## config.mk

```make
export PLATFORM = sky130hd
export DESIGN_NAME = alu_wide_sequencer_flat
export DESIGN_NICKNAME = d
export VERILOG_FILES = /design/src/rtl/alu_wide_sequencer_if.sv /design/src/rtl/alu_wide_sequencer.sv /design/src/flat_wrapper.sv
export SDC_FILE = /design/constraint.sdc
export NUM_CORES = 1
export LEC_CHECK = 0
export CELL_PAD_IN_SITES_DETAIL_PLACEMENT = 0
export CELL_PAD_IN_SITES_GLOBAL_PLACEMENT = 1
export CORE_UTILIZATION = 37
export CTS_CLUSTER_DIAMETER = 30
export DETAILED_ROUTE_END_ITERATION = 8
export GPL_ROUTABILITY_DRIVEN = 0
export PLACE_DENSITY_LB_ADDON = 0.1
export SLEW_MARGIN = 30
export SYNTH_ARGS = -nofsm -noshare
export SYNTH_HDL_FRONTEND = slang
export SYNTH_SLANG_ARGS = --single-unit
```

## constraint.sdc

```tcl
create_clock -name clk -period 2.85 [get_ports clk]
set_input_delay 0.4275 -clock clk [delete_from_list [all_inputs] [get_ports clk]]
set_output_delay 0.4275 -clock clk [all_outputs]
set_load 0.01 [all_outputs]
```

## src/rtl/alu_wide_sequencer_if.sv

```systemverilog
// Request, result and arithmetic-unit byte bus of alu_wide_sequencer.
// The slave modport is the sequencer; the master side is the requester, consumer and arithmetic unit.
interface alu_wide_sequencer_if #(
   parameter int unsigned WORDS = 2
);
   localparam int unsigned W = 8 * WORDS;

   logic           in_valid;
   logic           in_ready;
   logic [2:0]     in_op;
   logic [W-1:0]   in_a;
   logic [W-1:0]   in_b;
   logic           in_cin;

   logic [7:0]     alu_a;
   logic [7:0]     alu_b;
   logic           alu_cin;
   logic [1:0]     alu_s;
   logic [7:0]     alu_d;
   logic           alu_cout;

   logic           out_valid;
   logic           out_ready;
   logic [W-1:0]   out_result;
   logic           out_carry;
   logic           out_zero;
   logic           out_ovf;

   modport master (
      output in_valid, in_op, in_a, in_b, in_cin, out_ready, alu_d, alu_cout,
      input  in_ready, alu_a, alu_b, alu_cin, alu_s,
      input  out_valid, out_result, out_carry, out_zero, out_ovf
   );

   modport slave (
      input  in_valid, in_op, in_a, in_b, in_cin, out_ready, alu_d, alu_cout,
      output in_ready, alu_a, alu_b, alu_cin, alu_s,
      output out_valid, out_result, out_carry, out_zero, out_ovf
   );
endinterface

```

## src/rtl/alu_wide_sequencer.sv

```systemverilog
// Byte-serial sequencer for the 8-bit arithmetic unit: feeds operands LSB first,
// chains carry between bytes, assembles the W-bit result and its flags.
module alu_wide_sequencer #(
   parameter int unsigned WORDS = 2
) (
   input  logic                 clk,
   input  logic                 rst,
   alu_wide_sequencer_if.slave  bus
);
   localparam int unsigned W     = 8 * WORDS;
   localparam int unsigned IDX_W = 3;

   typedef enum logic [1:0] {
      IDLE = 2'd0,
      RUN  = 2'd1,
      DONE = 2'd2
   } state_t;

   state_t             state_q, state_d;
   logic [IDX_W-1:0]   idx_q, idx_d;
   logic [W-1:0]       a_q, a_d;
   logic [W-1:0]       b_q, b_d;
   logic [W-1:0]       res_q, res_d;
   logic               a_msb_q, a_msb_d;
   logic               b_msb_q, b_msb_d;
   logic [1:0]         s_q, s_d;
   logic               carry_q, carry_d;

   logic               in_ready_q, in_ready_d;
   logic               out_valid_q, out_valid_d;
   logic [W-1:0]       out_result_q, out_result_d;
   logic               out_carry_q, out_carry_d;
   logic               out_zero_q, out_zero_d;
   logic               out_ovf_q, out_ovf_d;
   logic [7:0]         alu_a_q, alu_a_d;
   logic [7:0]         alu_b_q, alu_b_d;
   logic               alu_cin_q, alu_cin_d;
   logic [1:0]         alu_s_q, alu_s_d;

   logic [1:0]         op_s;
   logic               op_cin;
   logic [W-1:0]       a_shift, b_shift;
   logic [W+7:0]       res_cat;
   logic [W-1:0]       res_next;
   logic               eb_msb;
   logic               last_byte;

   // Op decode into (S, initial carry); the reserved code behaves as TFR
   always_comb begin
      op_s   = 2'b10;
      op_cin = 1'b0;
      case (bus.in_op)
         3'b000: begin op_s = 2'b00; op_cin = 1'b0;       end
         3'b001: begin op_s = 2'b00; op_cin = bus.in_cin; end
         3'b010: begin op_s = 2'b01; op_cin = 1'b1;       end
         3'b011: begin op_s = 2'b01; op_cin = bus.in_cin; end
         3'b100: begin op_s = 2'b10; op_cin = 1'b1;       end
         3'b101: begin op_s = 2'b11; op_cin = 1'b0;       end
         default: begin op_s = 2'b10; op_cin = 1'b0;      end
      endcase
   end

   // Operands shift down a byte per RUN cycle; result bytes enter from the top
   assign a_shift   = a_q >> 8;
   assign b_shift   = b_q >> 8;
   assign res_cat   = {bus.alu_d, res_q} >> 8;
   assign res_next  = res_cat[W-1:0];
   assign last_byte = (idx_q == IDX_W'(WORDS - 1));

   always_comb begin
      case (s_q)
         2'b00:   eb_msb = b_msb_q;
         2'b01:   eb_msb = ~b_msb_q;
         2'b10:   eb_msb = 1'b0;
         default: eb_msb = 1'b1;
      endcase
   end

   always_comb begin
      state_d      = state_q;
      idx_d        = idx_q;
      a_d          = a_q;
      b_d          = b_q;
      res_d        = res_q;
      a_msb_d      = a_msb_q;
      b_msb_d      = b_msb_q;
      s_d          = s_q;
      carry_d      = carry_q;
      in_ready_d   = in_ready_q;
      out_valid_d  = out_valid_q;
      out_result_d = out_result_q;
      out_carry_d  = out_carry_q;
      out_zero_d   = out_zero_q;
      out_ovf_d    = out_ovf_q;
      alu_a_d      = 8'h00;
      alu_b_d      = 8'h00;
      alu_cin_d    = 1'b0;
      alu_s_d      = 2'b00;

      unique case (state_q)
         IDLE: begin
            if (bus.in_valid) begin
               a_d        = bus.in_a;
               b_d        = bus.in_b;
               a_msb_d    = bus.in_a[W-1];
               b_msb_d    = bus.in_b[W-1];
               s_d        = op_s;
               carry_d    = op_cin;
               idx_d      = '0;
               res_d      = '0;
               in_ready_d = 1'b0;
               alu_a_d    = bus.in_a[7:0];
               alu_b_d    = bus.in_b[7:0];
               alu_cin_d  = op_cin;
               alu_s_d    = op_s;
               state_d    = RUN;
            end
         end
         RUN: begin
            res_d   = res_next;
            carry_d = bus.alu_cout;
            idx_d   = idx_q + IDX_W'(1);
            a_d     = a_shift;
            b_d     = b_shift;
            if (last_byte) begin
               out_valid_d  = 1'b1;
               out_result_d = res_next;
               out_carry_d  = bus.alu_cout;
               out_zero_d   = (res_next == '0);
               out_ovf_d    = (a_msb_q == eb_msb) && (res_next[W-1] != a_msb_q);
               state_d      = DONE;
            end else begin
               alu_a_d   = a_shift[7:0];
               alu_b_d   = b_shift[7:0];
               alu_cin_d = carry_d;
               alu_s_d   = s_q;
            end
         end
         DONE: begin
            if (bus.out_ready) begin
               out_valid_d = 1'b0;
               in_ready_d  = 1'b1;
               state_d     = IDLE;
            end
         end
         default: begin
            in_ready_d  = 1'b1;
            out_valid_d = 1'b0;
            state_d     = IDLE;
         end
      endcase
   end

   always_ff @(posedge clk or posedge rst) begin
      if (rst) begin
         state_q      <= IDLE;
         idx_q        <= '0;
         a_q          <= '0;
         b_q          <= '0;
         res_q        <= '0;
         a_msb_q      <= 1'b0;
         b_msb_q      <= 1'b0;
         s_q          <= 2'b00;
         carry_q      <= 1'b0;
         in_ready_q   <= 1'b1;
         out_valid_q  <= 1'b0;
         out_result_q <= '0;
         out_carry_q  <= 1'b0;
         out_zero_q   <= 1'b0;
         out_ovf_q    <= 1'b0;
         alu_a_q      <= 8'h00;
         alu_b_q      <= 8'h00;
         alu_cin_q    <= 1'b0;
         alu_s_q      <= 2'b00;
      end else begin
         state_q      <= state_d;
         idx_q        <= idx_d;
         a_q          <= a_d;
         b_q          <= b_d;
         res_q        <= res_d;
         a_msb_q      <= a_msb_d;
         b_msb_q      <= b_msb_d;
         s_q          <= s_d;
         carry_q      <= carry_d;
         in_ready_q   <= in_ready_d;
         out_valid_q  <= out_valid_d;
         out_result_q <= out_result_d;
         out_carry_q  <= out_carry_d;
         out_zero_q   <= out_zero_d;
         out_ovf_q    <= out_ovf_d;
         alu_a_q      <= alu_a_d;
         alu_b_q      <= alu_b_d;
         alu_cin_q    <= alu_cin_d;
         alu_s_q      <= alu_s_d;
      end
   end

   assign bus.in_ready   = in_ready_q;
   assign bus.out_valid  = out_valid_q;
   assign bus.out_result = out_result_q;
   assign bus.out_carry  = out_carry_q;
   assign bus.out_zero   = out_zero_q;
   assign bus.out_ovf    = out_ovf_q;
   assign bus.alu_a      = alu_a_q;
   assign bus.alu_b      = alu_b_q;
   assign bus.alu_cin    = alu_cin_q;
   assign bus.alu_s      = alu_s_q;
endmodule

```

## src/flat_wrapper.sv

```systemverilog
// flat-port wrapper written by rule: the top's interface ports become plain ports
module alu_wide_sequencer_flat 
#(
   parameter int unsigned WORDS = 2
)
  (clk, rst, bus_in_valid, bus_in_op, bus_in_a, bus_in_b, bus_in_cin, bus_out_ready, bus_alu_d, bus_alu_cout, bus_in_ready, bus_alu_a, bus_alu_b, bus_alu_cin, bus_alu_s, bus_out_valid, bus_out_result, bus_out_carry, bus_out_zero, bus_out_ovf);
  alu_wide_sequencer_if #(.WORDS(WORDS)) bus_i ();
  input  logic clk;
  input  logic rst;
  input wire logic [$bits(bus_i.in_valid)-1:0] bus_in_valid;
  input wire logic [$bits(bus_i.in_op)-1:0] bus_in_op;
  input wire logic [$bits(bus_i.in_a)-1:0] bus_in_a;
  input wire logic [$bits(bus_i.in_b)-1:0] bus_in_b;
  input wire logic [$bits(bus_i.in_cin)-1:0] bus_in_cin;
  input wire logic [$bits(bus_i.out_ready)-1:0] bus_out_ready;
  input wire logic [$bits(bus_i.alu_d)-1:0] bus_alu_d;
  input wire logic [$bits(bus_i.alu_cout)-1:0] bus_alu_cout;
  output wire logic [$bits(bus_i.in_ready)-1:0] bus_in_ready;
  output wire logic [$bits(bus_i.alu_a)-1:0] bus_alu_a;
  output wire logic [$bits(bus_i.alu_b)-1:0] bus_alu_b;
  output wire logic [$bits(bus_i.alu_cin)-1:0] bus_alu_cin;
  output wire logic [$bits(bus_i.alu_s)-1:0] bus_alu_s;
  output wire logic [$bits(bus_i.out_valid)-1:0] bus_out_valid;
  output wire logic [$bits(bus_i.out_result)-1:0] bus_out_result;
  output wire logic [$bits(bus_i.out_carry)-1:0] bus_out_carry;
  output wire logic [$bits(bus_i.out_zero)-1:0] bus_out_zero;
  output wire logic [$bits(bus_i.out_ovf)-1:0] bus_out_ovf;
  assign bus_i.in_valid = bus_in_valid;
  assign bus_i.in_op = bus_in_op;
  assign bus_i.in_a = bus_in_a;
  assign bus_i.in_b = bus_in_b;
  assign bus_i.in_cin = bus_in_cin;
  assign bus_i.out_ready = bus_out_ready;
  assign bus_i.alu_d = bus_alu_d;
  assign bus_i.alu_cout = bus_alu_cout;
  assign bus_in_ready = bus_i.in_ready;
  assign bus_alu_a = bus_i.alu_a;
  assign bus_alu_b = bus_i.alu_b;
  assign bus_alu_cin = bus_i.alu_cin;
  assign bus_alu_s = bus_i.alu_s;
  assign bus_out_valid = bus_i.out_valid;
  assign bus_out_result = bus_i.out_result;
  assign bus_out_carry = bus_i.out_carry;
  assign bus_out_zero = bus_i.out_zero;
  assign bus_out_ovf = bus_i.out_ovf;
  alu_wide_sequencer #(.WORDS(WORDS)) u_core (.clk(clk), .rst(rst), .bus(bus_i));
endmodule
```

After elaboration in Yosys (flattened, before gate mapping)
Index checks and enable logic that the tools add are counted.
W data, S select, Z words.

storage, ports and cells
  flip-flop bits (word level) = 97
  output and inout port bits = 40
  logic and storage cells = 86

cells by class
  bitwise gates (word level) = 3
  eq/ne operators = 15
  add/subtract/negate cells = 1
  reduce and logical (&&, ||, !) cells = 16
  multiplexer cells = 33

operator list
  operator               count
  $pmux W16 S2           3
  $mux W16               3
  $mux W8                4
  $pmux W8 S2            2
  $logic_not A16 Y1      1
  $pmux W2 S3            2
  $mux W2                5
  $pmux W1 S3            3
  $reduce_and A3 Y1      3
  $reduce_or A2 Y1       4
  $eq A3 B1 Y1 const B   2
  $eq A3 B2 Y1 const B   2
  $eq A3 B3 Y1 const B   2
  $mux W1                6
  $pmux W3 S2            1
  $reduce_and A2 Y1      3
  $eq A2 B1 Y1 const B   2
  $eq A2 B2 Y1 const B   2
  $logic_not A2 Y1       2
  $ne A2 B2 Y1 const B   2
  $pmux W1 S2            2
  $pmux W2 S2            1
  $add A3 B1 Y3 const B  1
  $logic_not A3 Y1       1
  7 further kinds        9

Depth between registers and ports, before layout
  depth in word-level cells = 5
  depth in mapped cells = 8

Worst setup path before layout
OpenSTA, ideal clock, no wires.

  path kind = register to register
  start = register u_core.idx_q[1]
  end = register u_core.out_carry_q (netlist: u_core.bus.out_carry)
  stages on the path, launching flop included = 8
  arrival time = 1.464 ns
  library setup time = 0.125 ns
  clock period less this slack = 1.589 ns
  path slack = 1.261 ns
  cell sequence = dfrtp_1 -> inv_1 -> ha_1 -> nor2b_1 -> and2_1 -> buf_2 -> buf_6 -> mux2_4

between the ends
  word-level cells in the longest chain between the ends = 2

RTL lines
  item                                RTL line                   RTL
  start, declared                     alu_wide_sequencer.sv:20   logic [IDX_W-1:0] idx_q, idx_d;
  start signal, assigned              alu_wide_sequencer.sv:177  idx_q <= idx_d;
  $eq A3 B1 Y1                        alu_wide_sequencer.sv:68   assign last_byte = (idx_q == IDX_W'(WORDS - 1));
  $reduce_and A2 Y1 (no source line)  --
  end signal, assigned                alu_wide_sequencer.sv:188  out_carry_q <= out_carry_d;
  end, declared                       alu_wide_sequencer.sv:32   logic out_carry_q, out_carry_d;

No other way between the ends.
A chain may end at the register's enable or synchronous reset.

Worst setup path in the final report
  start = register u_core.in_ready_q (netlist: u_core.bus.in_ready)
  end = output port bus_in_ready

RTL lines
  item                    RTL line                   RTL
  start, declared         alu_wide_sequencer.sv:29   logic in_ready_q, in_ready_d;
  start signal, assigned  alu_wide_sequencer.sv:185  in_ready_q <= in_ready_d;
  end, declared           flat_wrapper.sv:18         output wire logic [$bits(bus_i.in_ready)-1:0] bus_in_ready;

No word-level cell between the ends.

==> flow_summary.yaml <==
yosys:
  synthDistinctLibCells: 31
  syn_nets: 247
  yosys.area.top_type: "dfrtp_1"
  ys_seq_area_frac: 0.645
  ys_top_cells_by_area: "dfrtp_1 (64%), a22o_1 (13%), mux2_4 (5.3%)"
  ys_warn_count: 0
  syn-cell-area_um2: 2830
  synth_top_area_share: 0.636
  synth-seq-cells: 73
  synth_area_per_cell_um2: 14.5
  syn_inst: 196
sta:
  hold_viol: 0
  min_period_over_period: 0.645
  layout_setup_ws_ps: 1010
  min_period_ps: 1840
  maxSlewHeadroom: 0.444
  worst_pin_slew_ps: 833
  fin_setup_tns_ps: 0
  fmax_ghz: 0.544
  slew_viol_final: 0
  rsz0062_at_grt: "no"
  finalSetupViolCount: 0
  skew_ps: 7.17
worst_setup_path:
  cp_max_fo: 3
  crit_chain: "clkdlybuf4s50_1"
  cp.buffers_inverters: 1
  critPathTopFamily: "flip-flops"
  cp_slowest_stage_delay_ps: 550
  slowest_stage: "dfstp_2"
  worstSetupPathType: "register to output pin"
  cp.arrival_ps: 1410
  end_kind: "output pin"
  crit_required_ps: 2420
  start_kind: "register"
floorplanning:
  io_pins: 89
  core_area_um2: 7330
  dieArea_um2: 8010
  chipWidth_um: 89.5
  start_util: 0.386
  die_h_um: 89.5
  rows: 31
place:
  dp_slack_ps: 703
  dp_cells: 378
  io_buffers: 88
  dp_hpwl_mm: 3.97
pwr:
  comb_power_share: 0.397
  leakage_nw: 1.82
  p_sw_frac: 0.311
  power_switching_mw: 1.31
  seqPwrFrac: 0.409
  clkPwrFrac: 0.193
  powerDensity_nw_per_um2: 1040
  finalPower_mw: 4.21
  internal-power_mw: 2.90
  peakVddDrop_mv: 0.829
global_routing:
  grt_max_degree: 51
  grt_pass1_wl_mm: 9.46
  antenna_found_initial: 0
  first_global_vias: 1897
  grt_use_total: 0.163
  grt_overflow: 0
route:
  finalWirelength_mm: 5.85
  first_iter_violations: 72
  drc: 0
  vias: 1947
  dr.pass1.iters: 5
  wire_per_inst_um: 14.9
  final_antenna_net_count: 0
  avgViaCountPerCell: 4.94
cells_and_area:
  nets: 341
  fin_cells: 394
  antennaDiodeCount: 0
  area_growth_pct: 42.7
  final_util: 0.551
  drive_gt1_frac: 0.149
  nFillCells: 635
clock_tree:
  clk_path_buf_depth: 2
  cts_buffers: 9
  cts-root-buf: "clkbuf_8"
  htreeDepth: 3
  post_cts_resized: 0
  clkLatencyLatePin_ps: 340
  cts_setup_buffers: 0
  cts_tree: "built"
  holdBufCountCts: 0
  clock_sinks: 73
  clk_pin_slew_worst_paths_ps: 80
flow_run:
  max-cap-violations: 0
hold_path:
  min_path_type: "input pin to asynchronous set/reset pin"
status:
  status: "completed"
path summary, 6_finish.rpt:
| kind | start | endpoint | slack (ps) | cells after the start |
|---|---|---|---|---|
| min in group clk | u_core.bus.out_valid | u_core.bus.out_valid | 480 | 1 |
| max | u_core.bus.in_ready | bus_in_ready | 1010 | 1 |
| min | rst | u_core.bus.alu_a[7] | 440 | 2 |
| max reg2reg | u_core.idx_q[1] | u_core.bus.out_result[13] | 1070 | 6 |
| min reg2reg | u_core.bus.out_valid | u_core.bus.out_valid | 480 | 1 |
| max in group asynchronous | rst | u_core.bus.in_ready | 1710 | 3 |
state kept, by name, summed over array words and instances (netlist names), 2 cells and up:
register / flops
u_core.bus.alu_s: 2
u_core.b_q: 8
u_core.res_q: 8
u_core.s_q: 2
u_core.state_q: 2
u_core.bus.alu_b: 8
u_core.idx_q: 3
u_core.bus.out_result: 16
u_core.a_q: 8
u_core.bus.alu_a: 8
synthesized netlist by cell type:
library cell   n
nand2b_1       4
nor4_1         4
buf_6          2
dfstp_2        1
clkbuf_1       3
nor2b_1        4
mux2_2         6
xor2_1         1
nand2_1        4
nor3_1         1
buf_2          4
mux2i_1        2
and2_1         1
a21oi_1        2
o21bai_1       1
mux2_4        10
buf_4          1
xnor2_1        2
mux2_1         5
nand4_1        1
dfrtp_1       72
a32o_1         1
or2_2          1
a22o_1        41
inv_1          3
ha_1           2
a21o_1         4
buf_1          1
nor2_1         7
o21ai_0        4
nor2_2         1
worst register-to-register path: cells and delay by family, from the launching register on:
family / cells / cell delay, ps
muxes: 1 / 380
adders and majority gates: 1 / 120
buffers and inverters: 2 / 390
DFF: 1 / 400
and+or+nand+nor: 2 / 380
logic make-up (layout without fill, tap and decap cells):
kind of cell	count (synthesis)	after routing	share of synthesized area
compound gates	53	53	0.154
xor+xnor	3	3	0.00928
fa+ha+maj	2	2	0.00883
buf+inv	14	113	0.0269
flops	73	73	0.645
mux	23	23	0.104
simple gates	28	28	0.0517
power by group through the flow:
stage                     Combinational, mW  Sequential, mW  Clock, mW
after detailed placement               1.70            1.74          0
after global routing                   1.86            1.78      0.887
after floorplan                       0.881            1.81          0
after CTS                              1.71            1.73      0.843
final                                  1.67            1.73      0.815
after global placement                 1.68            1.74          0
through the flow:
stage | area [um2] | hold slack [ps]
floorplan | 2830 | 466
detailed placement | 3840 | 469
global route | 4040 | 492
global placement | 3840 | 467
CTS | 4040 | 447
finish | 4040 | 436
cell type report:
class	instances	area [um2]	area share
Sequential cell	73	1830	0.452
Multi-Input combinational cell	109	935	0.231
Inverter	3	11.3	0.00279
Clock buffer	11	151	0.0375
Timing Repair Buffer	94	938	0.232
Tap cell	99	124	0.0307
Clock inverter	5	53.8	0.0133
cells in the final DEF, fill, tap and decap left out, drive strengths merged:
cell type      synthesis  layout
nor3                   1       1
and2                   1       1
a21o                   4       4
nand4                  1       1
o21ai                  4       4
nand2                  4       4
a32o                   1       1
nand2b                 4       4
dfrtp                 72      72
buf                    8       6
mux2i                  2       2
clkdlybuf4s50          0      88
clkbuf                 3      11
nor4                   4       4
ha                     2       2
o21bai                 1       1
or2                    1       1
nor2b                  4       4
inv                    3       3
dfstp                  1       1
xnor2                  2       2
bufinv                 0       1
mux2                  21      21
a22o                  41      41
clkinv                 0       4
nor2                   8       8
xor2                   1       1
a21oi                  2       2
per-layer routing:
metal | track usage | up-vias | wire, um
met1 | 0.227 | 970 | 2910
met2 | 0.241 | 61 | 2530
met3 | 0.0360 | 8 | 308
met4 | 0.0779 | 0 | 107
li1 | - | 908 | -
met5 | 0 | - | 0
No activity file was read; power rests on OpenSTA's default activity.
